File: src/rtl/usb_pkg.sv
// rtl/usb_pkg.sv - shared FT245 types, bus-cycle states and 100 MHz timing defaults
package usb_pkg;

   typedef logic [7:0] byte_t;

   // FT245 write-cycle timing at 100 MHz, shared with the receive path
   localparam int unsigned FT_SETUP_CYC = 2;
   localparam int unsigned FT_WR_CYC    = 5;
   localparam int unsigned FT_HOLD_CYC  = 1;
   localparam int unsigned FT_RECOV_CYC = 6;

   typedef enum logic [2:0] {
      ST_IDLE,
      ST_REQ,
      ST_SETUP,
      ST_WR_HI,
      ST_HOLD,
      ST_RECOV
   } tx_state_e;

endpackage

File: src/rtl/sync_fifo.sv
// rtl/sync_fifo.sv - parameterized single-clock FIFO with occupancy output
module sync_fifo #(
   parameter int WIDTH = 8,
   parameter int DEPTH = 16
) (
   input  logic                   clk,
   input  logic                   rst_n,
   input  logic                   push_i,
   input  logic [WIDTH-1:0]       push_data_i,
   input  logic                   pop_i,
   output logic [WIDTH-1:0]       head_o,
   output logic                   full_o,
   output logic                   empty_o,
   output logic [$clog2(DEPTH):0] level_o
);
   localparam int AW = $clog2(DEPTH);
   localparam logic [AW:0]   FULL_LVL = (AW+1)'(DEPTH);
   localparam logic [AW:0]   LVL_ONE  = (AW+1)'(1);
   localparam logic [AW-1:0] PTR_ONE  = AW'(1);

   logic [WIDTH-1:0] mem_q [DEPTH];
   logic [AW-1:0]    wr_ptr_q, rd_ptr_q;
   logic [AW:0]      level_q;
   logic             do_push, do_pop;

   assign full_o  = (level_q == FULL_LVL);
   assign empty_o = (level_q == '0);
   assign do_push = push_i && !full_o;
   assign do_pop  = pop_i && !empty_o;
   assign head_o  = mem_q[rd_ptr_q];
   assign level_o = level_q;

   // byte storage, written at the tail
   always_ff @(posedge clk) begin
      if (do_push) mem_q[wr_ptr_q] <= push_data_i;
   end

   // pointers wrap naturally at DEPTH; level tracks push/pop balance
   always_ff @(posedge clk or negedge rst_n) begin
      if (!rst_n) begin
         wr_ptr_q <= '0;
         rd_ptr_q <= '0;
         level_q  <= '0;
      end else begin
         if (do_push) wr_ptr_q <= wr_ptr_q + PTR_ONE;
         if (do_pop)  rd_ptr_q <= rd_ptr_q + PTR_ONE;
         case ({do_push, do_pop})
            2'b10:   level_q <= level_q + LVL_ONE;
            2'b01:   level_q <= level_q - LVL_ONE;
            default: level_q <= level_q;
         endcase
      end
   end

endmodule

File: src/rtl/usb_tx.sv
// rtl/usb_tx.sv - FT245 write engine: byte FIFO, bus arbitration, WR strobe timing; SI flush under SI_FLUSH_EN
module usb_tx
   import usb_pkg::*;
#(
   parameter int unsigned DEPTH     = 16,
   parameter int unsigned SETUP_CYC = FT_SETUP_CYC,
   parameter int unsigned WR_CYC    = FT_WR_CYC,
   parameter int unsigned HOLD_CYC  = FT_HOLD_CYC,
   parameter int unsigned RECOV_CYC = FT_RECOV_CYC
`ifdef SI_FLUSH_EN
   ,
   parameter int unsigned SI_IDLE_CYC  = 1000,
   parameter int unsigned SI_PULSE_CYC = 5
`endif
) (
   input  logic                   clk,
   input  logic                   rst_n,
   input  byte_t                  tx_data,
   input  logic                   tx_valid,
   output logic                   tx_ready,
   input  logic                   txe,
   output logic                   wr,
   output byte_t                  d_out,
   output logic                   d_oe,
   input  logic                   bus_gnt,
   output logic                   bus_busy,
   output logic                   SI,
   output logic [$clog2(DEPTH):0] fifo_level
);
   tx_state_e   state_q, state_d;
   logic [15:0] cnt_q, cnt_d;
   logic        wr_q, wr_d, d_oe_q, d_oe_d, bus_busy_q, bus_busy_d;
   byte_t       d_out_q, d_out_d;
   logic        txe_s1_q, txe_s_q;
   logic        push, pop, fifo_full, fifo_empty, si_block;
   byte_t       head;

   assign tx_ready = !fifo_full;
   assign push     = tx_valid && tx_ready;
   assign wr       = wr_q;
   assign d_oe     = d_oe_q;
   assign d_out    = d_out_q;
   assign bus_busy = bus_busy_q;

   sync_fifo #(
      .WIDTH(8),
      .DEPTH(DEPTH)
   ) u_fifo (
      .clk        (clk),
      .rst_n      (rst_n),
      .push_i     (push),
      .push_data_i(tx_data),
      .pop_i      (pop),
      .head_o     (head),
      .full_o     (fifo_full),
      .empty_o    (fifo_empty),
      .level_o    (fifo_level)
   );

   // TXE# is asynchronous to clk; idle-high means "device not ready"
   always_ff @(posedge clk or negedge rst_n) begin
      if (!rst_n) begin
         txe_s1_q <= 1'b1;
         txe_s_q  <= 1'b1;
      end else begin
         txe_s1_q <= txe;
         txe_s_q  <= txe_s1_q;
      end
   end

   // bus-cycle sequencing; once REQ is left the cycle runs to completion
   always_comb begin
      state_d = state_q;
      cnt_d   = cnt_q + 16'd1;
      d_out_d = d_out_q;
      pop     = 1'b0;
      case (state_q)
         ST_IDLE: begin
            cnt_d = '0;
            if (!fifo_empty && !txe_s_q && !si_block) state_d = ST_REQ;
         end
         ST_REQ: begin
            cnt_d = '0;
            if (bus_gnt) begin
               d_out_d = head;
               state_d = ST_SETUP;
            end
         end
         ST_SETUP: if (cnt_q == 16'(SETUP_CYC - 1)) begin
            cnt_d   = '0;
            state_d = ST_WR_HI;
         end
         ST_WR_HI: if (cnt_q == 16'(WR_CYC - 1)) begin
            cnt_d   = '0;
            pop     = 1'b1;
            state_d = ST_HOLD;
         end
         ST_HOLD: if (cnt_q == 16'(HOLD_CYC - 1)) begin
            cnt_d   = '0;
            state_d = ST_RECOV;
         end
         ST_RECOV: if (cnt_q == 16'(RECOV_CYC - 1)) begin
            cnt_d   = '0;
            state_d = ST_IDLE;
         end
         default: begin
            cnt_d   = '0;
            state_d = ST_IDLE;
         end
      endcase
      wr_d       = (state_d == ST_WR_HI);
      d_oe_d     = (state_d == ST_SETUP) || (state_d == ST_WR_HI) || (state_d == ST_HOLD);
      bus_busy_d = (state_d != ST_IDLE);
   end

   // state and registered bus outputs; reset drops wr/d_oe without a clock
   always_ff @(posedge clk or negedge rst_n) begin
      if (!rst_n) begin
         state_q    <= ST_IDLE;
         cnt_q      <= '0;
         wr_q       <= 1'b0;
         d_oe_q     <= 1'b0;
         d_out_q    <= '0;
         bus_busy_q <= 1'b0;
      end else begin
         state_q    <= state_d;
         cnt_q      <= cnt_d;
         wr_q       <= wr_d;
         d_oe_q     <= d_oe_d;
         d_out_q    <= d_out_d;
         bus_busy_q <= bus_busy_d;
      end
   end

`ifdef SI_FLUSH_EN
   logic [31:0] idle_cnt_q, pulse_cnt_q;
   logic        armed_q, pulse_q, idle_tick, pulse_start;

   assign idle_tick   = (state_q == ST_IDLE) && fifo_empty;
   assign pulse_start = armed_q && !pulse_q && idle_tick && (idle_cnt_q == SI_IDLE_CYC - 1);
   assign si_block    = pulse_q || pulse_start;
   assign SI          = !pulse_q;

   // idle timer restarted by each pop; one SI pulse per burst of sent bytes
   always_ff @(posedge clk or negedge rst_n) begin
      if (!rst_n) begin
         idle_cnt_q  <= '0;
         pulse_cnt_q <= '0;
         armed_q     <= 1'b0;
         pulse_q     <= 1'b0;
      end else begin
         if (pop) idle_cnt_q <= '0;
         else if (idle_tick && idle_cnt_q != SI_IDLE_CYC) idle_cnt_q <= idle_cnt_q + 32'd1;
         if (pop) armed_q <= 1'b1;
         else if (pulse_start) armed_q <= 1'b0;
         if (pulse_start) begin
            pulse_q     <= 1'b1;
            pulse_cnt_q <= '0;
         end else if (pulse_q) begin
            if (pulse_cnt_q == SI_PULSE_CYC - 1) pulse_q <= 1'b0;
            else pulse_cnt_q <= pulse_cnt_q + 32'd1;
         end
      end
   end
`else
   assign SI       = 1'b1;
   assign si_block = 1'b0;
`endif

endmodule

File: config.mk
export PLATFORM = sky130hd
export DESIGN_NAME = usb_tx
export DESIGN_NICKNAME = d
export VERILOG_FILES = /design/src/rtl/usb_pkg.sv /design/src/rtl/sync_fifo.sv /design/src/rtl/usb_tx.sv
export SDC_FILE = /design/constraint.sdc
export NUM_CORES = 1
export LEC_CHECK = 0
export ABC_AREA = 1
export CORE_MARGIN = 2
export CORE_UTILIZATION = 55
export CTS_BUF_LIST = sky130_fd_sc_hd__clkbuf_8
export CTS_CLUSTER_SIZE = 28
export DETAILED_ROUTE_END_ITERATION = 12
export PLACE_DENSITY = 0.79
export REMOVE_ABC_BUFFERS = 1
export SYNTH_ARGS = -nofsm -noshare
export SYNTH_HDL_FRONTEND = slang
export SYNTH_SLANG_ARGS = --single-unit
File: constraint.sdc
create_clock -name clk -period 5.9 [get_ports clk]
set_input_delay 1.18 -clock clk [delete_from_list [all_inputs] [get_ports clk]]
set_output_delay 1.18 -clock clk [all_outputs]
set_load 0.01 [all_outputs]
==> Yosys cells after proc, flatten, opt, wreduce, memory -nomap -nowiden <==
Memories as Yosys holds them, arrays and structs flattened. A register that Yosys moved wholly into a read port is not among the register bits.
Cells that the tools add are included.
{ "classes": {"add_sub_neg": 5, "n_eq_ne": 14, "n_reduce_logical": 16, "mux": 17} }
{ "op_table": {"columns": ["op", "count"], "rows": [
  ["two-way mux 16 bit", 4],
  ["case mux 16 bit (4 select lines)", 1],
  ["equality test 16 x 3 -> 1 bit (second input constant)", 2],
  ["two-way mux 3 bit", 6],
  ["case mux 3 bit (6 select lines)", 1],
  ["adder 16 x 1 -> 16 bit (second input constant)", 1],
  ["equality test 16 x 1 -> 1 bit (second input constant)", 1],
  ["logical NOT 16 bit", 1],
  ["equality test 3 x 2 -> 1 bit (second input constant)", 4],
  ["case mux 5 bit (2 select lines)", 1],
  ["equality test 3 bit (second input constant)", 3],
  ["adder 4 x 1 -> 4 bit (second input constant)", 2],
  ["adder 5 x 1 -> 5 bit (second input constant)", 1],
  ["equality test 5 bit (second input constant)", 1],
  ["logical NOT 5 bit", 1],
  ["subtractor 5 x 1 -> 5 bit (second input constant)", 1],
  ["logical AND 1 bit", 4],
  ["logical NOT 1 bit", 4],
  ["two-way mux 1 bit", 4],
  ["equality test 3 x 1 -> 1 bit (second input constant)", 1],
  ["logical NOT 3 bit", 1],
  ["nonzero test 3 bit", 1],
  ["equality test 2 x 1 -> 1 bit (second input constant)", 1],
  ["equality test 2 bit (second input constant)", 1],
  ["other kinds (3)", 4]
]} }
{ "word_totals": {"mem_bits_rw": 128, "out_inout_bits": 18, "regBits": 37, "elab_cells": 63, "memories": 1} }
{ "mem_list": {"columns": ["memory", "words", "width", "read_ports", "rd_ports_with_merged_regs", "wr", "line_no", "source"], "rows": [
  ["u_fifo.mem_q", 16, 8, 1, 1, 1, "sync_fifo.sv:21", "logic [WIDTH-1:0] mem_q [DEPTH];"]
]} }

==> Depth between registers and ports, before layout <==
{ "logic_depth": {"word_depth": 8, "mapped_depth": 18} }

==> Modules after synthesis <==
From an unflattened synthesis, not the netlist that was laid out.
{ "hier_totals": {"cells_unflattened": 841, "hier_area_um2": 8101.5} }
{ "by_module_without_submodules": {"columns": ["module", "area_per_inst_um2", "instances", "cells_each"], "rows": [
  ["sync_fifo", 6231.0, 1, 621],
  ["usb_tx", 1870.5, 1, 220]
]} }

==> Worst setup path before layout <==
No wires, ideal clock.
{ "synth_timing": {"path_kind": "input to register", "start": "in tx_valid", "end": "reg u_fifo.level_q[4], in the netlist u_fifo.level_o[4]", "path_stages": 11, "slack_ps": 3367, "t_arrival_ps": 2407, "cell_sequence": "nand2_1 ha_1 inv_1 fa_1 inv_1 nand2_1 nand2_1 a21oi_1 xor2_1 nand2_1 o21ai_0"} }
{ "synth_via": {"elab_chain_len": 4} }
{ "synth_lines": {"columns": ["element", "line_no", "source"], "rows": [
  ["from (decl)", "usb_tx.sv:19", "input logic tx_valid,"],
  ["logical AND 1 bit (*)", "usb_tx.sv:39", "assign push = tx_valid && tx_ready;"],
  ["logical AND 1 bit (*)", "sync_fifo.sv:28", "assign do_push = push_i && !full_o;"],
  ["equality test 2 x 1 -> 1 bit / equality test 2 bit (equally long branches)", "sync_fifo.sv:47", "case ({do_push, do_pop})"],
  ["case mux 5 bit (2 select lines) / nonzero test 2 bit (equally long branches)", null, null],
  ["to (signal assigned)", "sync_fifo.sv:48", "2'b10: level_q <= level_q + LVL_ONE;"],
  ["to (signal assigned)", "sync_fifo.sv:49", "2'b01: level_q <= level_q - LVL_ONE;"],
  ["to (signal assigned)", "sync_fifo.sv:50", "default: level_q <= level_q;"],
  ["to (decl)", "sync_fifo.sv:23", "logic [AW:0] level_q;"]
]} }
Mark *: on every way between the ends. The rest lies on a longest branch, timed or not.
A chain may end at the register's enable or synchronous reset.

==> results.yml <==
status:
  run_status: "completed"
sta:
  maxSlewViolCount: 0
  fin_worst_hold_slack_ps: 364.9
  max_slew.worst_pin.slew_ps: 1103
  worst_clock_skew_ps: 11.22
  final_setup_violations: 0
  upper_clock_frequency_limit_ghz: 0.3328
  rsz0062_at_grt: "false"
  fin_tns_setup_ps: 0
  hold_viol: 0
  finalCritPeriodShare: 0.5093
  max_transition_margin: 0.2645
  final.min_clock_period_ps: 3005
yosys:
  yosysTopAreaCell: "sky130_fd_sc_hd__edfxtp_1"
  synth.ff_latch_count: 173
  synth_enable_flop_cells: 128
  netlist_instances: 722
  prevailing_post_synth_register_cell: "sky130_fd_sc_hd__edfxtp_1"
  yosysTopAreaCellShare: 0.4938
  synth_seq_area_share: 0.6388
  syn_area_um2: 7784
  syn_avg_cell_area_um2: 10.78
  synth_cell_types: 42
  yosysWarningCount: 0
  yosys-top-cells-area: "sky130_fd_sc_hd__edfxtp_1 (49%), sky130_fd_sc_hd__dfrtp_1 (14%), sky130_fd_sc_hd__nor2_1 (6.8%)"
  async_flop_share: 0.2601
die:
  dieArea_um2: 15120
  initial_core_util: 0.5629
  floorplan.rows: 43
  core_region_area_um2: 13830
  design.portCount: 31
  die_w_um: 123.0
  die_height_um: 123.0
setup_path:
  crit_path_cell_trace: "inv_2 -> o21ai_0 -> o211ai_1 -> nand3_1 -> nand2_1 -> nand2_1 -> nand2_1"
  category_of_the_worst_setup_path_launch_point: "flop"
  critical_path.slowest_cell: "sky130_fd_sc_hd__dfrtp_2"
  maximum_cell_stage_delay_along_the_critical_path_ps: 1090
  critical_path_class: "flop to flop"
  cp_top_family: "flip-flops"
  crit_end_category: "flop"
  worst_ep_required_time_ps: 6240
  cpMostUsedCell: "sky130_fd_sc_hd__nand2_1"
  path_buf_inv: 1
  critical_path_peak_fanout: 67
  worstPathArrival_ps: 3350
cells_and_area:
  nFillCells: 1066
  sequential_cell_area_um2: 4974
  final_cell_area_um2: 8479
  drive_gt1_frac: 0.07190
  final_core_utilization: 0.6132
  num-nets-final: 766
  mostFrequentLayoutCells: "sky130_fd_sc_hd__nor2_1 (141), sky130_fd_sc_hd__edfxtp_1 (128), sky130_fd_sc_hd__nand2_1 (90), sky130_fd_sc_hd__o21ai_0 (64), sky130_fd_sc_hd__nand3_1 (53)"
  multi_input_comb_area_um2: 2455
  syn_to_final_growth_pct: 8.937
  finish.cell_count_without_fillers: 931
  layout_commonest_cell: "sky130_fd_sc_hd__nor2_1"
  antenna_diode_instance_count: 0
detailed_routing:
  drt-wirelength-per-cell_um: 18.19
  drt.antenna.violating_nets: 0
  drtPass1Iterations: 7
  drc: 0
  postRouteWirelength_um: 16940
  detailedRoute.firstIterationViolations: 547
  dr_total_vias: 5506
  post_drt_via_cell_ratio: 5.914
clock_tree:
  clk_root_buffer_cell: "sky130_fd_sc_hd__clkbuf_8"
  cts_made_buffers: 17
  clk_transition_reported_paths_ps: 80
  cts.repair.resized: 0
  hold_buffer_count_at_cts: 0
  cts_setup_buffers: 0
  cts_buffer_depth: 2
  clkLatencyLatePin_ps: 460
  cts_max_level: 4
  cts_tree: "built"
  tritoncts_num_sinks: 173
global_route:
  global_route.usage.total: 0.2403
  grt_pass1_wl_um: 26870
  initial_antenna_violation_count: 0
  pin_count_of_the_biggest_net_entering_global_routing: 68
  residual_overflow_from_global_routing: 0
  grt_pass1_vias: 5411
placed_design:
  place_congestion: 0.9434
  dp.final_hpwl_um: 10950
  placed_cell_area_um2: 8119
  placed_cell_count: 901
  number_of_buffer_cells_added_on_primary_ports: 29
hold_path:
  hp-class: "flop to flop"
power:
  pwr_cell_area_nw_per_um2: 392.7
  irDropWorstVdd_uv: 221.7
  power_leakage_nw: 3.129
run:
  maxCapViolCount: 0
-- worst paths after layout --
| path | endpoint | slack (ps) | cells after the start | from |
|---|---|---|---|---|
| worst max register to register | d_out[6]$_DFFE_PN0P_ | 2900 | 7 | u_fifo.rd_ptr_q[0]$_DFFE_PN0P_ |
| worst min-delay path | txe_s_q$_DFF_PN1_ | 360 | 0 | txe_s1_q$_DFF_PN1_ |
| worst max-delay path | d_out[6]$_DFFE_PN0P_ | 2900 | 7 | u_fifo.rd_ptr_q[0]$_DFFE_PN0P_ |
| max in group asynchronous | u_fifo.rd_ptr_q[0]$_DFFE_PN0P_ | 4330 | 1 | rst_n |
| min in group asynchronous | cnt_q[0]$_DFF_PN0_ | 890 | 1 | rst_n |
| worst min register to register | txe_s_q$_DFF_PN1_ | 360 | 0 | txe_s1_q$_DFF_PN1_ |
-- routing by layer --
layer  global-route usage  part of all wire
met3              0.04751             0.065
met2               0.4050              0.50
met4              0.09770             0.028
met5                    0                 0
met1               0.3060              0.41
-- power by group --
group          switching (mW)  total [mW]  internal [mW]  leakage, nW
logic                   0.602       0.926          0.324         1.21
clock network           0.403       0.770          0.367        0.195
registers               0.150        1.63           1.48         1.73
total                    1.15        3.33           2.17         3.13
-- layout make-up --
| cell class | count | share of cell area |
|---|---|---|
| clock inverters | 13 | 0.01490 |
| clock buffers | 17 | 0.02759 |
| flip-flops and latches | 173 | 0.5865 |
| well taps | 180 | 0.02656 |
| repair buffers | 30 | 0.03453 |
| inverters | 46 | 0.02036 |
| multi-input cells | 472 | 0.2895 |
-- cell usage after synthesis (6+ instances only) --
master                     number
sky130_fd_sc_hd__buf_2         15
sky130_fd_sc_hd__clkbuf_1       6
sky130_fd_sc_hd__dfrtp_1       43
sky130_fd_sc_hd__edfxtp_1     128
sky130_fd_sc_hd__ha_1          12
sky130_fd_sc_hd__inv_1         38
sky130_fd_sc_hd__inv_2          7
sky130_fd_sc_hd__nand2_1       90
sky130_fd_sc_hd__nand3_1       53
sky130_fd_sc_hd__nand4_1       11
sky130_fd_sc_hd__nor2_1       141
sky130_fd_sc_hd__o211ai_1      36
sky130_fd_sc_hd__o21ai_0       64
sky130_fd_sc_hd__o21ai_1       10
sky130_fd_sc_hd__xor2_1        10
-- flip-flops by register name, summed over array words and instances, names as in the netlist --
signal           count
u_fifo.rd_ptr_q      4
d_out                8
d_oe                 1
u_fifo.level_o       5
txe_s1_q             1
cnt_q               16
state_q              3
txe_s_q              1
wr                   1
u_fifo.mem_q       128
u_fifo.wr_ptr_q      4
bus_busy             1
-- logic make-up after synthesis --
logic type               synth area share
buffers and inverters             0.04581
other                           0.0004818
AO/OA/AOI/OAI                     0.09677
XOR/XNOR                          0.01897
flip-flops                         0.6388
AND/OR/NAND/NOR                    0.1773
adder cells (fa/ha/maj)           0.02186
-- per-stage QoR --
| stage | setup slack, ps | power (mW) |
|---|---|---|
| floorplan | 3321 | 2.194 |
| finish | 2895 | 3.330 |
| global route | 2625 | 3.522 |
| detailed placement | 2729 | 2.570 |
| CTS | 2963 | 3.335 |
| global placement | 2862 | 2.532 |
No activity file was read; power rests on OpenSTA's default activity.
